===== src/rtl/sq_issue_scheduler_if.sv =====
// rtl/sq_issue_scheduler_if.sv - load/store queue head and subunit issue port bundle
interface sq_issue_scheduler_if;
   logic lq_valid;
   logic lq_store_conflict;
   logic lq_pop;
   logic sq_valid;
   logic sq_empty;
   logic sq_pop;
   logic mem_ready;
   logic issue_valid;
   logic issue_is_store;
   logic fence_req;
   logic fence_ack;

   modport master (
      output lq_valid, lq_store_conflict, sq_valid, sq_empty, mem_ready, fence_req,
      input  lq_pop, sq_pop, issue_valid, issue_is_store, fence_ack
   );

   modport slave (
      input  lq_valid, lq_store_conflict, sq_valid, sq_empty, mem_ready, fence_req,
      output lq_pop, sq_pop, issue_valid, issue_is_store, fence_ack
   );
endinterface


===== src/rtl/sq_issue_scheduler.sv =====
// rtl/sq_issue_scheduler.sv - load/store head arbiter for the subunit port with fence drain
// SQ_SCHED_STARVE_EN enables the store starvation counter; without it loads always win in ARB.
module sq_issue_scheduler #(
   parameter int STARVE_LIMIT = 8
) (
   input  logic                  clk,
   input  logic                  rst,
   sq_issue_scheduler_if.slave   bus
);

   typedef enum logic [1:0] {
      ARB   = 2'd0,
      DRAIN = 2'd1,
      ACK   = 2'd2
   } state_t;

   if (STARVE_LIMIT < 1 || STARVE_LIMIT > 255) begin : g_bad_limit
      $error("sq_issue_scheduler: STARVE_LIMIT out of range 1..255");
   end

   state_t state_q, state_d;
   logic   fence_ack_q, fence_ack_d;
   logic   load_ok, store_ok, force_store;
   logic   sel_load, sel_store;

   assign load_ok  = bus.lq_valid & ~bus.lq_store_conflict & (state_q == ARB);
   assign store_ok = bus.sq_valid;

`ifdef SQ_SCHED_STARVE_EN
   localparam int             CW      = $clog2(STARVE_LIMIT + 1);
   localparam logic [CW-1:0]  LIMIT_W = CW'(STARVE_LIMIT);

   logic [CW-1:0] starve_q, starve_d;

   assign force_store = (starve_q == LIMIT_W);

   // Counter only tracks loads that overtook a waiting store; it saturates at the limit.
   always_comb begin
      starve_d = starve_q;
      if (bus.sq_pop || !bus.sq_valid) begin
         starve_d = '0;
      end else if (bus.lq_pop && (starve_q != LIMIT_W)) begin
         starve_d = starve_q + 1'b1;
      end
   end

   always_ff @(posedge clk or posedge rst) begin
      if (rst) begin
         starve_q <= '0;
      end else begin
         starve_q <= starve_d;
      end
   end
`else
   assign force_store = 1'b0;
`endif

   always_comb begin
      sel_load  = 1'b0;
      sel_store = 1'b0;
      case (state_q)
         ARB: begin
            if (force_store && store_ok) begin
               sel_store = 1'b1;
            end else if (load_ok) begin
               sel_load = 1'b1;
            end else if (store_ok) begin
               sel_store = 1'b1;
            end
         end
         DRAIN: sel_store = store_ok;
         default: begin
            sel_load  = 1'b0;
            sel_store = 1'b0;
         end
      endcase
   end

   // Grants are gated by rst so nothing reaches the port while the block is held in reset.
   assign bus.issue_valid    = ~rst & (sel_load | sel_store);
   assign bus.issue_is_store = ~rst & sel_store;
   assign bus.lq_pop         = ~rst & sel_load  & bus.mem_ready;
   assign bus.sq_pop         = ~rst & sel_store & bus.mem_ready;
   assign bus.fence_ack      = fence_ack_q;

   always_comb begin
      state_d = state_q;
      case (state_q)
         ARB:     if (bus.fence_req) state_d = DRAIN;
         DRAIN:   if (bus.sq_empty)  state_d = ACK;
         ACK:     state_d = ARB;
         default: state_d = ARB;
      endcase
      fence_ack_d = (state_d == ACK);
   end

   always_ff @(posedge clk or posedge rst) begin
      if (rst) begin
         state_q     <= ARB;
         fence_ack_q <= 1'b0;
      end else begin
         state_q     <= state_d;
         fence_ack_q <= fence_ack_d;
      end
   end

endmodule


===== src/flat_wrapper.sv =====
// flat-port wrapper written by rule: the top's interface ports become plain ports
module sq_issue_scheduler_flat 
#(
   parameter int STARVE_LIMIT = 8
)
  (clk, rst, bus_lq_valid, bus_lq_store_conflict, bus_sq_valid, bus_sq_empty, bus_mem_ready, bus_fence_req, bus_lq_pop, bus_sq_pop, bus_issue_valid, bus_issue_is_store, bus_fence_ack);
  sq_issue_scheduler_if bus_i ();
  input  logic clk;
  input  logic rst;
  input wire logic [$bits(bus_i.lq_valid)-1:0] bus_lq_valid;
  input wire logic [$bits(bus_i.lq_store_conflict)-1:0] bus_lq_store_conflict;
  input wire logic [$bits(bus_i.sq_valid)-1:0] bus_sq_valid;
  input wire logic [$bits(bus_i.sq_empty)-1:0] bus_sq_empty;
  input wire logic [$bits(bus_i.mem_ready)-1:0] bus_mem_ready;
  input wire logic [$bits(bus_i.fence_req)-1:0] bus_fence_req;
  output wire logic [$bits(bus_i.lq_pop)-1:0] bus_lq_pop;
  output wire logic [$bits(bus_i.sq_pop)-1:0] bus_sq_pop;
  output wire logic [$bits(bus_i.issue_valid)-1:0] bus_issue_valid;
  output wire logic [$bits(bus_i.issue_is_store)-1:0] bus_issue_is_store;
  output wire logic [$bits(bus_i.fence_ack)-1:0] bus_fence_ack;
  assign bus_i.lq_valid = bus_lq_valid;
  assign bus_i.lq_store_conflict = bus_lq_store_conflict;
  assign bus_i.sq_valid = bus_sq_valid;
  assign bus_i.sq_empty = bus_sq_empty;
  assign bus_i.mem_ready = bus_mem_ready;
  assign bus_i.fence_req = bus_fence_req;
  assign bus_lq_pop = bus_i.lq_pop;
  assign bus_sq_pop = bus_i.sq_pop;
  assign bus_issue_valid = bus_i.issue_valid;
  assign bus_issue_is_store = bus_i.issue_is_store;
  assign bus_fence_ack = bus_i.fence_ack;
  sq_issue_scheduler #(.STARVE_LIMIT(STARVE_LIMIT)) u_core (.clk(clk), .rst(rst), .bus(bus_i));
endmodule

===== config.mk =====
export PLATFORM = sky130hd
export DESIGN_NAME = sq_issue_scheduler_flat
export DESIGN_NICKNAME = d
export VERILOG_FILES = /design/src/rtl/sq_issue_scheduler_if.sv /design/src/rtl/sq_issue_scheduler.sv /design/src/flat_wrapper.sv
export SDC_FILE = /design/constraint.sdc
export NUM_CORES = 1
export LEC_CHECK = 0
export ABC_AREA = 1
export CAP_MARGIN = 0
export CORE_AREA = 3 3 40 42
export DETAILED_ROUTE_END_ITERATION = 7
export DIE_AREA = 0 0 43 45
export SLEW_MARGIN = 20
export SYNTH_ARGS = -nofsm -noshare
export SYNTH_HDL_FRONTEND = slang
export SYNTH_SLANG_ARGS = --single-unit

===== constraint.sdc =====
create_clock -name clk -period 1.89 [get_ports clk]
set_clock_uncertainty 0.05 [all_clocks]
set_input_delay 0.189 -clock clk [delete_from_list [all_inputs] [get_ports clk]]
set_output_delay 0.189 -clock clk [all_outputs]
set_load 0.03 [all_outputs]

==> impl_metrics.py, run 1 <==
metrics = {
    "detailed_routing": {
        "avgRoutedWirePerCell_um": 7.72,
        "vias_per_cell": 3.48,
        "route.detailed.drc": 0,
        "drt_pass1_iterations": 2,
        "drtAntennaViolNets": 0,
        "drt-total-wl_um": 417,
        "routed-via-count": 188,
        "initial_drc_count": 1,
    },
    "die": {
        "dieHeight_um": 45,
        "top_level_ports": 13,
        "dieWidth_um": 43,
        "die_area_um2": 1940,
        "initial_core_util": 0.130,
        "placementRows": 13,
        "design.core.area_um2": 1280,
    },
    "cts": {
        "postCtsSetupRepairBufs": 0,
        "number_of_buffers_inserted_during_clock_tree_synthesis": 3,
        "clock-root-buffer": "clkbuf_4",
        "tritoncts": "built",
        "clock_sinks": 3,
        "cts.clk_slew.worst_paths_ps": 30,
        "clockBufferDepth": 2,
        "clock_insertion_delay_worst_skew_ps": 230,
        "hold_buffers": 0,
        "total_of_cells_resized_after_clock_tree_synthesis": 0,
        "htreeDepth": 1,
    },
    "worst_setup_path": {
        "timing_worst_setup_path_type": "reg -> out",
        "worst-r2r-cell-count": 1,
        "critical_path.startpoint_type": "flip-flop",
        "critical_path.endpoint_type": "output port",
        "critical_path_required_ps": 1650,
        "cell_with_the_biggest_individual_delay_on_the_critical_path": "dfrtp_1",
        "cpPeakStageDelay_ps": 390,
        "arrival_ps": 1240,
        "timing.critical_path.fanout_max": 3,
        "timing.critical_path.cells": "nor2_2, nand4_1, nor2_1, dlymetal6s2s_1",
    },
    "place": {
        "gp_routability_congestion": 0.625,
        "place.detailed.instances": 50,
        "post-dp-hpwl_um": 361,
        "placement.io_buffers": 12,
    },
    "worst_hold_path": {
        "timing.hold.worst.class": "in -> async",
    },
    "grt": {
        "grt_pass1_wl_um": 641,
        "global_route.usage.total": 0.0501,
        "grt-busiest-layer": "met4",
        "grt.met1_usage": 0.0485,
        "grt_antenna_before_repair": 0,
        "gr-usage-met3": 0.0199,
        "grt_max_degree": 5,
        "groute.layer.met2.usage": 0.0689,
        "grt_overflow_total": 0,
        "via_count_of_the_first_global_routing_pass": 175,
    },
    "synthesis": {
        "yosysWarnings": 0,
        "synth-seq-area-share": 0.451,
        "yosys-top-cells-area": "dfrtp_1, nor2_2, nand2_1",
        "synth.ff_latch_count": 3,
        "syn_area_per_cell_um2": 7.56,
        "synth_fp_nets": 30,
        "synth_top_cell_area_share": 0.451,
        "syn_area_um2": 166,
        "netlist-cell-type-count": 10,
        "synth_cells": 22,
        "synth_largest_area_cell": "dfrtp_1",
    },
    "power": {
        "power_report.internal_total_mw": 0.215,
        "power.leakage_nw": 0.203,
        "vdd.ir_drop.worst_uv": 286,
        "share_clk_of_total_power": 0.341,
        "switching_share": 0.329,
        "sequentialPowerShare": 0.307,
        "power_switching_mw": 0.105,
        "comb_power_share": 0.352,
        "totalPowerFinal_mw": 0.320,
        "power.density_cell_area_nw_per_um2": 944,
    },
    "final_layout": {
        "final-instance-count-excl-fill": 54,
        "drive_gt1_frac": 0.308,
        "antenna_cells_inserted": 0,
        "syn_to_final_growth_pct": 104,
        "design.final.nets": 48,
    },
    "status": {
        "outcome": "complete, no violations",
    },
    "timing": {
        "grt_setup_unrepaired": "no",
        "slew_headroom": 0.788,
        "maxClockFrequency_mhz": 678,
        "timing_max_transition_violations_final": 0,
        "setup_tns_ps": 0,
        "final.period_utilization": 0.780,
        "layout_min_cycle_time_ps": 1470,
        "setup_viol": 0,
        "hold_viol": 0,
        "max_slew.worst_pin.slew_ps": 318,
    },
    "job": {
        "max_cap_viol_count": 0,
    },
}
worst paths after layout:
path	end	startpoint	slack, ps
max	bus_lq_pop	u_core.state_q[0]$_DFF_PP0_	420
min	u_core.bus.fence_ack$_DFF_PP0_	rst	200
max reg2reg	u_core.state_q[0]$_DFF_PP0_	u_core.state_q[0]$_DFF_PP0_	1130
min reg2reg	u_core.bus.fence_ack$_DFF_PP0_	u_core.state_q[1]$_DFF_PP0_	410
max in group asynchronous	u_core.state_q[0]$_DFF_PP0_	rst	1490
min in group clk	u_core.bus.fence_ack$_DFF_PP0_	u_core.state_q[1]$_DFF_PP0_	410
worst max-delay path, delay by kind of cell (launching register included):
| family | cells | cell delay [ps] |
|---|---|---|
| flops | 1 | 390 |
| simple gates | 3 | 320 |
| buf+inv | 1 | 290 |
metal layers:
| metal | share of wire | wire (µm) |
|---|---|---|
| met4 | 0 | 0 |
| met2 | 0.49 | 206 |
| met1 | 0.35 | 147 |
| met5 | 0 | 0 |
| met3 | 0.15 | 63 |
registers in the layout (all words and copies together) (netlist names):
name	count
u_core.state_q	2
u_core.bus.fence_ack	1
cell families after synthesis:
| family | share of synthesized area |
|---|---|
| flops | 0.451 |
| compound gates | 0.0602 |
| buf+inv | 0.113 |
| simple gates | 0.376 |
power groups by stage:
stage	Sequential [mW]	Combinational (mW)	Clock, mW
floorplan	0.108	0.0574	0
global placement	0.0991	0.114	0
detailed placement	0.0994	0.116	0
CTS	0.0986	0.116	0.117
global route	0.101	0.121	0.119
finish	0.0983	0.113	0.109
per-stage QoR:
stage / hold slack (ps) / setup slack [ps] / utilization / area (µm²)
6_report: 198 / 416 / 0.264 / 339
5_1_grt: 204 / 317 / 0.264 / 339
4_1_cts: 192 / 1.72 / 0.260 / 334
3_5_place_dp: 413 / 60.8 / 0.240 / 308
3_3_place_gp: 407 / 59.5 / 0.240 / 308
2_1_floorplan: -106 / 644 / - / 166
cell type report:
cell class,instances,area [µm²]
Fill cell,151,946
Timing Repair Buffer,13,128
Tap cell,15,18.8
Inverter,5,18.8
Clock buffer,4,26.3
Multi-Input combinational cell,14,72.6
Sequential cell,3,75.1
cell usage in the layout, fill, tap and decap left out, drive strengths merged, types with 2 or more instances in the layout:
cell type,netlist,final
clkdlybuf4s50,0,8
nor2,6,6
nand2,5,5
inv,5,5
clkbuf,0,4
buf,0,3
dfrtp,3,3
dlymetal6s2s,0,2
cells in the mapped netlist:
cell and n:
dfrtp_1 3, inv_1 3, inv_2 2, nand2_1 4, nand2_2 1, nand3_1 1
nand4_1 1, nor2_1 3, nor2_2 3, o211a_1 1
Power figures use the tool's default switching activity.
==> run 2, diff against run 1 <==
- clock period: 1.89 -> 1.4 ns (I/O delays scaled with it)
==> run 2 against run 1 <==
Against the previous run:
- global-route usage rose by 0.32 points
- final cell count rose by 7.4%
- total power rose by 48%
- hold slack got worse by 33 ps
- count of clock-buffer cells in the layout did not move
- non-clock buffer count rose by 4
==> impl_metrics.py, run 2 (synthesis results as in run 1) <==
metrics = {
    "status": {
        "outcome": "complete, no violations",
    },
    "worst_setup_path": {
        "cpPeakStageDelay_ps": 380,
        "critical_path.endpoint_type": "output port",
        "timing.critical_path.cells": "inv_2, nand2_2, nor2_2, nand2_1, nor2_2, buf_6",
        "critical_path_required_ps": 1210,
        "timing.critical_path.fanout_max": 4,
        "worst-path-buf-inv": 2,
        "timing_worst_setup_path_type": "reg -> out",
        "cell_with_the_biggest_individual_delay_on_the_critical_path": "dfrtp_1",
        "path_common_cell": "nor2_2",
        "critical_path.startpoint_type": "flip-flop",
        "arrival_ps": 1120,
        "worst_path_dominant_cell_family": "flip-flops",
    },
    "power": {
        "power_report.internal_total_mw": 0.316,
        "switching_share": 0.331,
        "vdd.ir_drop.worst_uv": 429,
        "comb_power_share": 0.411,
        "power.density_cell_area_nw_per_um2": 1310,
        "totalPowerFinal_mw": 0.472,
        "power.leakage_nw": 0.197,
        "power_switching_mw": 0.156,
        "share_clk_of_total_power": 0.318,
        "sequentialPowerShare": 0.271,
    },
    "grt": {
        "global_route.usage.total": 0.0533,
        "grt_overflow_total": 0,
        "via_count_of_the_first_global_routing_pass": 181,
        "grt_pass1_wl_um": 683,
        "grt_max_degree": 7,
        "grt_antenna_before_repair": 0,
    },
    "detailed_routing": {
        "drt_pass1_iterations": 4,
        "routed-via-count": 195,
        "drtAntennaViolNets": 0,
        "avgRoutedWirePerCell_um": 8.02,
        "drt-total-wl_um": 465,
        "initial_drc_count": 2,
        "route.detailed.drc": 0,
        "vias_per_cell": 3.36,
    },
    "cts": {
        "htreeDepth": 1,
        "clock_insertion_delay_worst_skew_ps": 230,
        "tritoncts": "built",
        "number_of_buffers_inserted_during_clock_tree_synthesis": 3,
        "hold_buffers": 0,
        "clock-root-buffer": "clkbuf_4",
        "clockBufferDepth": 2,
        "cts.clk_slew.worst_paths_ps": 40,
        "clock_sinks": 3,
    },
    "worst_hold_path": {
        "timing.hold.worst.class": "in -> async",
    },
    "timing": {
        "hold_viol": 0,
        "setup_viol": 0,
        "grt_setup_unrepaired": "yes",
        "timing_max_transition_violations_final": 0,
        "final.period_utilization": 0.937,
        "slew_headroom": 0.801,
        "max_slew.worst_pin.slew_ps": 300,
        "layout_min_cycle_time_ps": 1310,
        "maxClockFrequency_mhz": 762,
        "hold_ws_ps": 165,
    },
    "final_layout": {
        "syn_to_final_growth_pct": 117,
        "fillers": 135,
        "max_flop_register": "u_core.state_q",
        "layout_common_cells": "buf_4, clkdlybuf4s50_1, nand2_1",
        "antenna_cells_inserted": 0,
        "largest_register_ff_count": 2,
        "finish.utilization": 0.281,
        "mostFrequentLayoutCell": "buf_4",
        "final-instance-count-excl-fill": 58,
        "drive_gt1_frac": 0.419,
        "design.final.nets": 52,
    },
    "die": {
        "die_area_um2": 1940,
        "placementRows": 13,
        "dieHeight_um": 45,
        "top_level_ports": 13,
        "dieWidth_um": 43,
        "design.core.area_um2": 1280,
        "initial_core_util": 0.130,
    },
    "place": {
        "gp_routability_congestion": 0.644,
        "placement.io_buffers": 12,
        "post-dp-hpwl_um": 367,
        "place.detailed.instances": 49,
    },
    "job": {
        "max_cap_viol_count": 0,
    },
}
run 2: per-layer routing:
| layer | up-vias | track usage | part of all wire |
|---|---|---|---|
| met5 | - | 0 | 0 |
| met4 | 0 | 0.0723 | 0 |
| met3 | 0 | 0.0199 | 0.12 |
| met2 | 9 | 0.0749 | 0.48 |
| met1 | 78 | 0.0531 | 0.40 |
| li1 | 108 | - | - |
run 2: tightest hold or removal path, delay by kind of cell:
family   cells  cell delay (ps)
buf+inv      3              620
run 2: power groups by stage:
stage                     registers, mW  logic (mW)  clock network [mW]
final                             0.128       0.194               0.150
after global placement            0.134       0.150                   0
after floorplan                   0.145      0.0775                   0
after global routing              0.129       0.210               0.165
after CTS                         0.134       0.149               0.161
after detailed placement          0.136       0.154                   0
run 2: through the flow:
stage / setup TNS [ps] / worst slack [ps] / cell area (µm²)
global placement: 0 / 85.8 / 295
finish: 0 / 87.5 / 362
floorplan: 0 / 203 / 166
detailed placement: 0 / 74.7 / 295
CTS: 0 / 36.5 / 320
global route: -12.7 / -6.52 / 362
run 2: final cells by class:
class                           instances  area [µm²]  area share
Tap cell                               15        18.8      0.0519
Multi-Input combinational cell         14        72.6       0.201
Timing Repair Buffer                   17         150       0.415
Clock buffer                            4        26.3      0.0727
Sequential cell                         3        75.1       0.208
Inverter                                5        18.8      0.0519
run 2: repair_timing:
action,CTS,global route
setup endpoints to repair,1,2
buffers inserted,0,5
pin swaps,0,2
resized for setup,1,1
run 2: path summary, 6_finish.rpt:
| kind | start | endpoint | slack (ps) | depth (start not counted) |
|---|---|---|---|---|
| worst min register to register | u_core.state_q[1]$_DFF_PP0_ | u_core.bus.fence_ack$_DFF_PP0_ | 500 | 2 |
| worst max-delay path | u_core.state_q[1]$_DFF_PP0_ | bus_sq_pop | 90 | 6 |
| min in group clk | bus_sq_empty | u_core.bus.fence_ack$_DFF_PP0_ | 450 | 3 |
| worst min-delay path | rst | u_core.bus.fence_ack$_DFF_PP0_ | 170 | 3 |
| max in group asynchronous | rst | u_core.state_q[1]$_DFF_PP0_ | 1030 | 3 |
| worst max register to register | u_core.state_q[0]$_DFF_PP0_ | u_core.state_q[0]$_DFF_PP0_ | 520 | 2 |
==> run 3, diff against run 2 <==
- GPL_TIMING_DRIVEN: default -> 1
==> results of run 3 <==
Final layout, timing and power as in run 2 (identical DEF).
